**config.mk**
```make
export PLATFORM = sky130hd
export DESIGN_NAME = sprite_lbuf_writer
export DESIGN_NICKNAME = d
export VERILOG_FILES = /design/src/rtl/sprite_lbuf_writer.sv
export SDC_FILE = /design/constraint.sdc
export NUM_CORES = 1
export LEC_CHECK = 0
export BUFFER_PORTS_ARGS = -buffer_cell sky130_fd_sc_hd__clkbuf_2
export CAP_MARGIN = 20
export CORE_MARGIN = 1.5
export CORE_UTILIZATION = 40
export CTS_CLUSTER_SIZE = 12
export DETAILED_ROUTE_END_ITERATION = 16
export GPL_TIMING_DRIVEN = 1
export PLACE_DENSITY_LB_ADDON = 0.15
export SLEW_MARGIN = 20
export SYNTH_ARGS = -nofsm -noshare
export SYNTH_HDL_FRONTEND = slang
export SYNTH_SLANG_ARGS = --single-unit
```
**constraint.sdc**
```tcl
create_clock -name CLK -period 3.2 [get_ports CLK]
set_input_delay 0.16 -clock CLK [delete_from_list [all_inputs] [get_ports CLK]]
set_output_delay 0.16 -clock CLK [all_outputs]
set_load 0.005 [all_outputs]
```
**src/rtl/sprite_lbuf_writer.sv**
```systemverilog
// Sprite line-buffer writer: takes one 16-pixel sprite row per descriptor and
// streams its opaque pixels into the write half of a 2x512 ping-pong line
// buffer, one pixel per clock. HSTART swaps halves and aborts any row in flight.
module sprite_lbuf_writer (
  input  logic        CLK,
  input  logic        RESET,
  input  logic        HSTART,
  input  logic        SVALID,
  output logic        SREADY,
  input  logic [8:0]  SX,
  input  logic        SFLIP,
  input  logic [3:0]  SPAL,
  input  logic [63:0] SPIX,
  output logic [9:0]  LB_AD,
  output logic        LB_WR,
  output logic [7:0]  LB_DI,
  output logic        WHALF,
  output logic        BUSY
);

  typedef enum logic {IDLE = 1'b0, DRAW = 1'b1} state_t;

  state_t      state_reg;
  state_t      state_next;

  logic [3:0]  k_reg;      // index of the next pixel to issue
  logic [8:0]  sx_reg;
  logic        flip_reg;
  logic [3:0]  pal_reg;
  logic [63:0] pix_reg;

  logic        accept;
  logic [3:0]  src;        // source pixel index after optional flip
  logic [3:0]  colour;
  logic [8:0]  x;          // wraps mod 512 by construction

  // Latched row viewed as 16 colour nibbles.
  logic [3:0]  pix_arr [16];

  genvar gi;
  generate
    for (gi = 0; gi < 16; gi++) begin : g_pix
      assign pix_arr[gi] = pix_reg[4*gi +: 4];
    end
  endgenerate

  // HSTART outranks a waiting descriptor so the new line starts in a clean half.
  assign SREADY = (state_reg == IDLE) & ~HSTART & ~RESET;
  assign accept = SVALID & SREADY;
  assign BUSY   = (state_reg == DRAW);

  assign src    = flip_reg ? (4'd15 - k_reg) : k_reg;
  assign colour = pix_arr[src];
  assign x      = sx_reg + {5'd0, k_reg};

  // State register.
  always_ff @(posedge CLK or posedge RESET) begin
    if (RESET) state_reg <= IDLE;
    else       state_reg <= state_next;
  end

  // Next-state logic: HSTART always returns to IDLE, dropping the rest of the row.
  always_comb begin
    state_next = state_reg;
    if (HSTART) begin
      state_next = IDLE;
    end else begin
      case (state_reg)
        IDLE:    if (accept) state_next = DRAW;
        DRAW:    if (k_reg == 4'd15) state_next = IDLE;
        default: state_next = IDLE;
      endcase
    end
  end

  // Descriptor latch, pixel counter, half select and registered write port.
  always_ff @(posedge CLK or posedge RESET) begin
    if (RESET) begin
      k_reg    <= 4'd0;
      sx_reg   <= 9'd0;
      flip_reg <= 1'b0;
      pal_reg  <= 4'd0;
      pix_reg  <= 64'd0;
      WHALF    <= 1'b0;
      LB_AD    <= 10'd0;
      LB_DI    <= 8'd0;
      LB_WR    <= 1'b0;
    end else begin
      LB_WR <= 1'b0;
      if (HSTART) begin
        // No write is issued on the swap edge, so nothing lands in the old half.
        WHALF <= ~WHALF;
      end else if (accept) begin
        sx_reg   <= SX;
        flip_reg <= SFLIP;
        pal_reg  <= SPAL;
        pix_reg  <= SPIX;
        k_reg    <= 4'd0;
      end else if (state_reg == DRAW) begin
        k_reg <= k_reg + 4'd1;
        // Colour 0 is transparent: the slot is used but address/data hold.
        if (colour != 4'd0) begin
          LB_WR <= 1'b1;
          LB_AD <= {WHALF, x};
          LB_DI <= {pal_reg, colour};
        end
      end
    end
  end

endmodule

```
After elaboration in Yosys (flattened, before gate mapping)
Cells that the tools add are included.
{"block": "op_classes", "add_sub_neg": 3, "bitwise_logic": 9, "magnitude_cmp": 1, "n_reduce_logical": 5, "eq_ne": 1, "mux": 14}
{"operator": "$mux W4", "count": 5}
{"operator": "$bmux W4 S4", "count": 1}
{"operator": "$add A9 B4 Y9", "count": 1}
{"operator": "$mux W1", "count": 7}
{"operator": "$ge A5 B5 Y1 const B", "count": 1}
{"operator": "$not A1 Y1", "count": 5}
{"operator": "$not A4 Y5", "count": 1}
{"operator": "$add A4 B1 Y4 const B", "count": 1}
{"operator": "$eq A4 B4 Y1 const B", "count": 1}
{"operator": "$reduce_and A2 Y1", "count": 2}
{"operator": "$reduce_and A4 Y1", "count": 1}
{"operator": "$reduce_bool A4 Y1", "count": 1}
{"operator": "$sub A4 B4 Y4 const A", "count": 1}
{"operator": "$and A1 B1 Y1", "count": 3}
{"operator": "$pmux W1 S2", "count": 1}
{"operator": "$reduce_bool A2 Y1", "count": 1}
{"block": "totals", "word_cells": 43, "ff_bits": 103, "inputBits": 82, "out_inout_bits": 22}

Depth between registers and ports, before layout
{"block": "depth", "ltp_word": 11, "depth_mapped": 11, "ltp_nobuf": 7}

Least setup slack after synthesis
Ideal clock, no wire load.
{"block": "synth_timing", "path_kind": "input to register", "startpoint": "input port RESET", "endpoint": "register k_reg[0]", "t_arrival_ns": 3.064, "path_stages": 4, "n_path_buf": 0, "slack_ns": 0.011, "setup_ns": 0.125, "required_ns": 3.075, "cell_sequence": "inv_1 > a21oi_1 > or2_2 > mux2_2"}
{"block": "synth_between", "elab_chain_cells": 5, "elab_cells_between_ends": 6, "classes_between": "mux: 1; bitwise: 3; reduce/logical: 2"}
{"element": "from (decl)", "line_no": "6", "rtl": "input logic RESET,"}
{"element": "$not A1 Y1 (*)", "line_no": "48", "rtl": "assign SREADY = (state_reg == IDLE) & ~HSTART & ~RESET;"}
{"element": "$and A1 B1 Y1 (*)", "line_no": "48"}
{"element": "$and A1 B1 Y1 (*)", "line_no": "49", "rtl": "assign accept = SVALID & SREADY;"}
{"element": "$reduce_bool A2 Y1 (no line)"}
{"element": "$reduce_and A2 Y1 (no line)"}
{"element": "to (signal assigned)", "line_no": "100", "rtl": "k_reg <= k_reg + 4'd1;"}
{"element": "to (decl)", "line_no": "26", "rtl": "logic [3:0] k_reg;"}
Every way passes the cells marked *; elsewhere a longest branch is shown, timed or not.
A chain may end at the register's enable or synchronous reset.

Worst setup path after layout
{"block": "layout_timing", "startpoint": "register k_reg[1]", "endpoint": "register LB_DI[0]"}
{"block": "layout_between", "elab_chain_cells": 8}
{"element": "$sub A4 B4 Y4", "line_no": "52", "rtl": "assign src = flip_reg ? (4'd15 - k_reg) : k_reg;"}
{"element": "$mux W4 (*)", "line_no": "52"}
{"element": "$not A4 Y5 (not written as such) (*)", "line_no": "53", "rtl": "assign colour = pix_arr[src];"}
{"element": "$bmux W4 S4 (*)", "line_no": "53"}
{"element": "$mux W4 (not written as such) (*) (2 in series)", "line_no": "53"}
{"element": "$reduce_bool A4 Y1", "line_no": "102", "rtl": "if (colour != 4'd0) begin"}
{"element": "$reduce_and A4 Y1 (no line)"}
{"element": "to (signal assigned)", "line_no": "105", "rtl": "LB_DI <= {pal_reg, colour};"}
{"element": "to (decl)", "line_no": "16", "rtl": "output logic [7:0] LB_DI,"}
Every way passes the cells marked *; elsewhere a longest branch is shown, timed or not. The select of a mux whose other input is x is not followed.

==> impl_metrics.ini <==
[global_route]
grt_util_all_layers_pct = 18.53
grt_pass1_vias = 3629
gr-total-overflow = 0
grt_pass1_wl_um = 18840
grt_max_degree = 60
antenna_found_initial = 0

[layout]
largest_reg_flops = 64
area_delta_synth_final_pct = 19.73
insertedDiodeCount = 0
layout_common_cells = 103 x dfrtp_1, 103 x clkbuf_2, 80 x mux2_2, 25 x a21oi_1
nets = 599
drive_above_1_share_pct = 45.54

[pwr]
ir_drop_uv = 270.8
internal-power_uw = 3069
p_sw_share_pct = 30.62
p_leak_uw = 0.002818
power_uw = 4424
seqPwrFrac_pct = 43.6
comb_power_share_pct = 29.9
p_sw_uw = 1354
p_per_area_mw_per_mm2 = 723.7
clkPwrFrac_pct = 26.4

[floorplanning]
die_w_um = 116.0
io_pins = 104
die_h_um = 116.0
design.core.area_mm2 = 0.01252
rows = 41
initial_core_util_pct = 40.78
dieArea_mm2 = 0.01345

[sta]
setup_viol = 0
period_share_pct = 94.84
relSlewSlack_pct = 44.83
period_needed_ns = 3.035
tightest_slew_ns = 0.8217
fmax_mhz = 329.5
slew_violations = 0
rsz0062_at_grt = false
setup_ws_ns = 0.1650
timing.final.hold_violations = 0
fin_skew_ns = 0.007701
fin_tns_setup_ns = 0

[critical_path]
crit_fanout = 19
crit_path_start_kind = flop
path_cells = or2_1 > o21ai_4 > a222oi_1 > o2bb2ai_1 > a41oi_2 > a31oi_4 > buf_4 > mux2_2
critPathBufInv = 1
cp.required_ns = 3.43
cpPeakStageDelay_ns = 0.60
crit_family = compound AO/OA/AOI/OAI gates
critPathCaptureType = flop
worstSetupPathType = flop to flop
cp.arrival_ns = 3.27
slowest_stage = dfrtp_1

[synth]
synth-seq-cells = 103
yosysSeqAreaShare_pct = 50.49
synth_compound_area_share_pct = 14.73
synth_adder_area_share_pct = 1.618
synthSimpleGateAreaFrac_pct = 5.588
synth_flop_cell = dfrtp_1
synth_area_mm2 = 0.005105
async_flop_share_pct = 100.0
yosysWarnings = 0
synth_xor_area_share_pct = 1.544
synth_top_family_by_area = multiplexers
netlist_instances = 410
synth_edf_count = 0
synth_area_per_cell_um2 = 12.45
synth.distinct_cells = 53
synth_fp_nets = 498
muxShareOfSynthArea_pct = 22.01

[min_path]
hold_path_class = primary input to flop

[run_status]
outcome = complete, no violations

[drt]
drt_iter0_markers = 241
vias_per_cell = 5.278
detail-route-antenna-nets = 0
wl_per_cell_um = 16.73
routed_wl_um = 11510
drcViolationCount = 0
vias = 3631
first_pass_iters = 8

[flow_run]
drv_cap = 0

[clocking]
cts_tree = built
clk_latency_ns = 0.35
root_buffer = clkbuf_16
numCtsBuffers = 9
htree_levels = 3
cts.clk_slew.worst_paths_ns = 0.07
cts_max_path_buffers = 2
cts_sinks = 103

[placed_design]
gp_congestion = 0.8040
pre_cts_slack_ns = 0.2269
dpl.hpwl_um = 8583
portBuffers = 103
## final cells by class
cell class,instances,area [µm²]
Multi-Input combinational cell,269,2328
Tap cell,172,215.2
Clock buffer,10,239.0
Sequential cell,103,2577
Fill cell,1167,6405
Clock inverter,6,83.83
Timing Repair Buffer,114,613.1
Inverter,14,55.05
## metrics by stage
step	cell area, µm²	instances	util, %	hold WS, ns
floorplan	5105	410	-	0.2510
global placement	5776	671	46.14	0.2485
detailed placement	5776	671	46.14	0.2532
CTS	6108	688	48.80	0.01535
global route	6112	688	48.83	0.02439
finish	6112	688	48.83	0.02120
## metal layers
metal  share of wire, %  global-route usage, %  vias to the layer above
li1                   -                      -                     1725
met1                 47                  25.42                     1785
met2                 46                  28.71                      107
met3                5.5                  5.439                       14
met4                1.6                  5.122                        0
met5                  0                      0                        -
## final timing paths
kind / start / slack, ns / depth (start not counted) / endpoint
max in group asynchronous: RESET / 1.61 / 4 / pix_reg[25]$_DFFE_PP0P_
hold / removal: SPIX[24] / 0.02 / 3 / pix_reg[24]$_DFFE_PP0P_
min in group asynchronous: RESET / 0.42 / 3 / LB_AD[9]$_DFFE_PP0P_
setup / recovery: k_reg[1]$_DFFE_PP0P_ / 0.17 / 8 / LB_DI[0]$_DFFE_PP0P_
setup reg to reg: k_reg[1]$_DFFE_PP0P_ / 0.17 / 8 / LB_DI[0]$_DFFE_PP0P_
hold reg to reg: pal_reg[0]$_DFFE_PP0P_ / 0.50 / 1 / LB_DI[4]$_DFFE_PP0P_
## synth_stat cells, types with 3 or more instances
library cell  number  share of area (%)
or2_2              6               0.74
o2bb2ai_1          3               0.51
mux2_4             8                2.4
nand2_1           16                1.2
nor2_1             9               0.66
buf_6              4               0.88
xor2_1             4               0.69
a22oi_1            4               0.59
o22ai_1            3               0.37
o21ai_0           16                1.6
buf_2              7               0.69
nor2b_1            4               0.49
ha_1               5                1.2
a2bb2oi_1          3               0.51
a21o_1             6               0.88
dfrtp_1          103                 50
clkbuf_1           6               0.44
xnor2_1            5               0.86
buf_1              4               0.29
inv_1             13               0.96
mux2i_1            8                1.6
nor3_1             3               0.29
a22o_1             6                1.0
nand2b_1           7               0.86
mux2_2            80                 18
a21oi_1           25                2.5
a221oi_1          10                1.7
nand3_1            4               0.39
a222oi_1           9                1.8
## repair_timing
item                       CTS  global route
hold endpoints to repair    44             0
setup endpoints to repair    0             6
buffers inserted             0             0
hold buffers                 1             0
gates resized for setup      0             1
## logic make-up (layout without fill, tap and decap cells)
family                     after synthesis  after routing
AOI/OAI and AO/OA                      101            101
xor gates and xnor gates                 9              9
adders and majority gates                6              6
buffers and inverters                   38            144
DFF                                    103            103
muxes                                   97             97
and+or+nand+nor                         56             56
## power groups by stage
stage	logic (µW)	registers, µW	clock network (µW)
finish	1320	1930	1170
global route	1460	1980	1270
CTS	1330	1930	1200
detailed placement	1320	1950	0
global placement	1300	1950	0
floorplan	982	1850	0
## worst register-to-register path: stages (launching register included)
cell	delay (ns)
dfrtp_1	0.60
or2_1	0.39
o21ai_4	0.18
a222oi_1	0.50
o2bb2ai_1	0.22
a41oi_2	0.18
a31oi_4	0.16
buf_4	0.31
mux2_2	0.39
(Power assumes the default switching activity.)
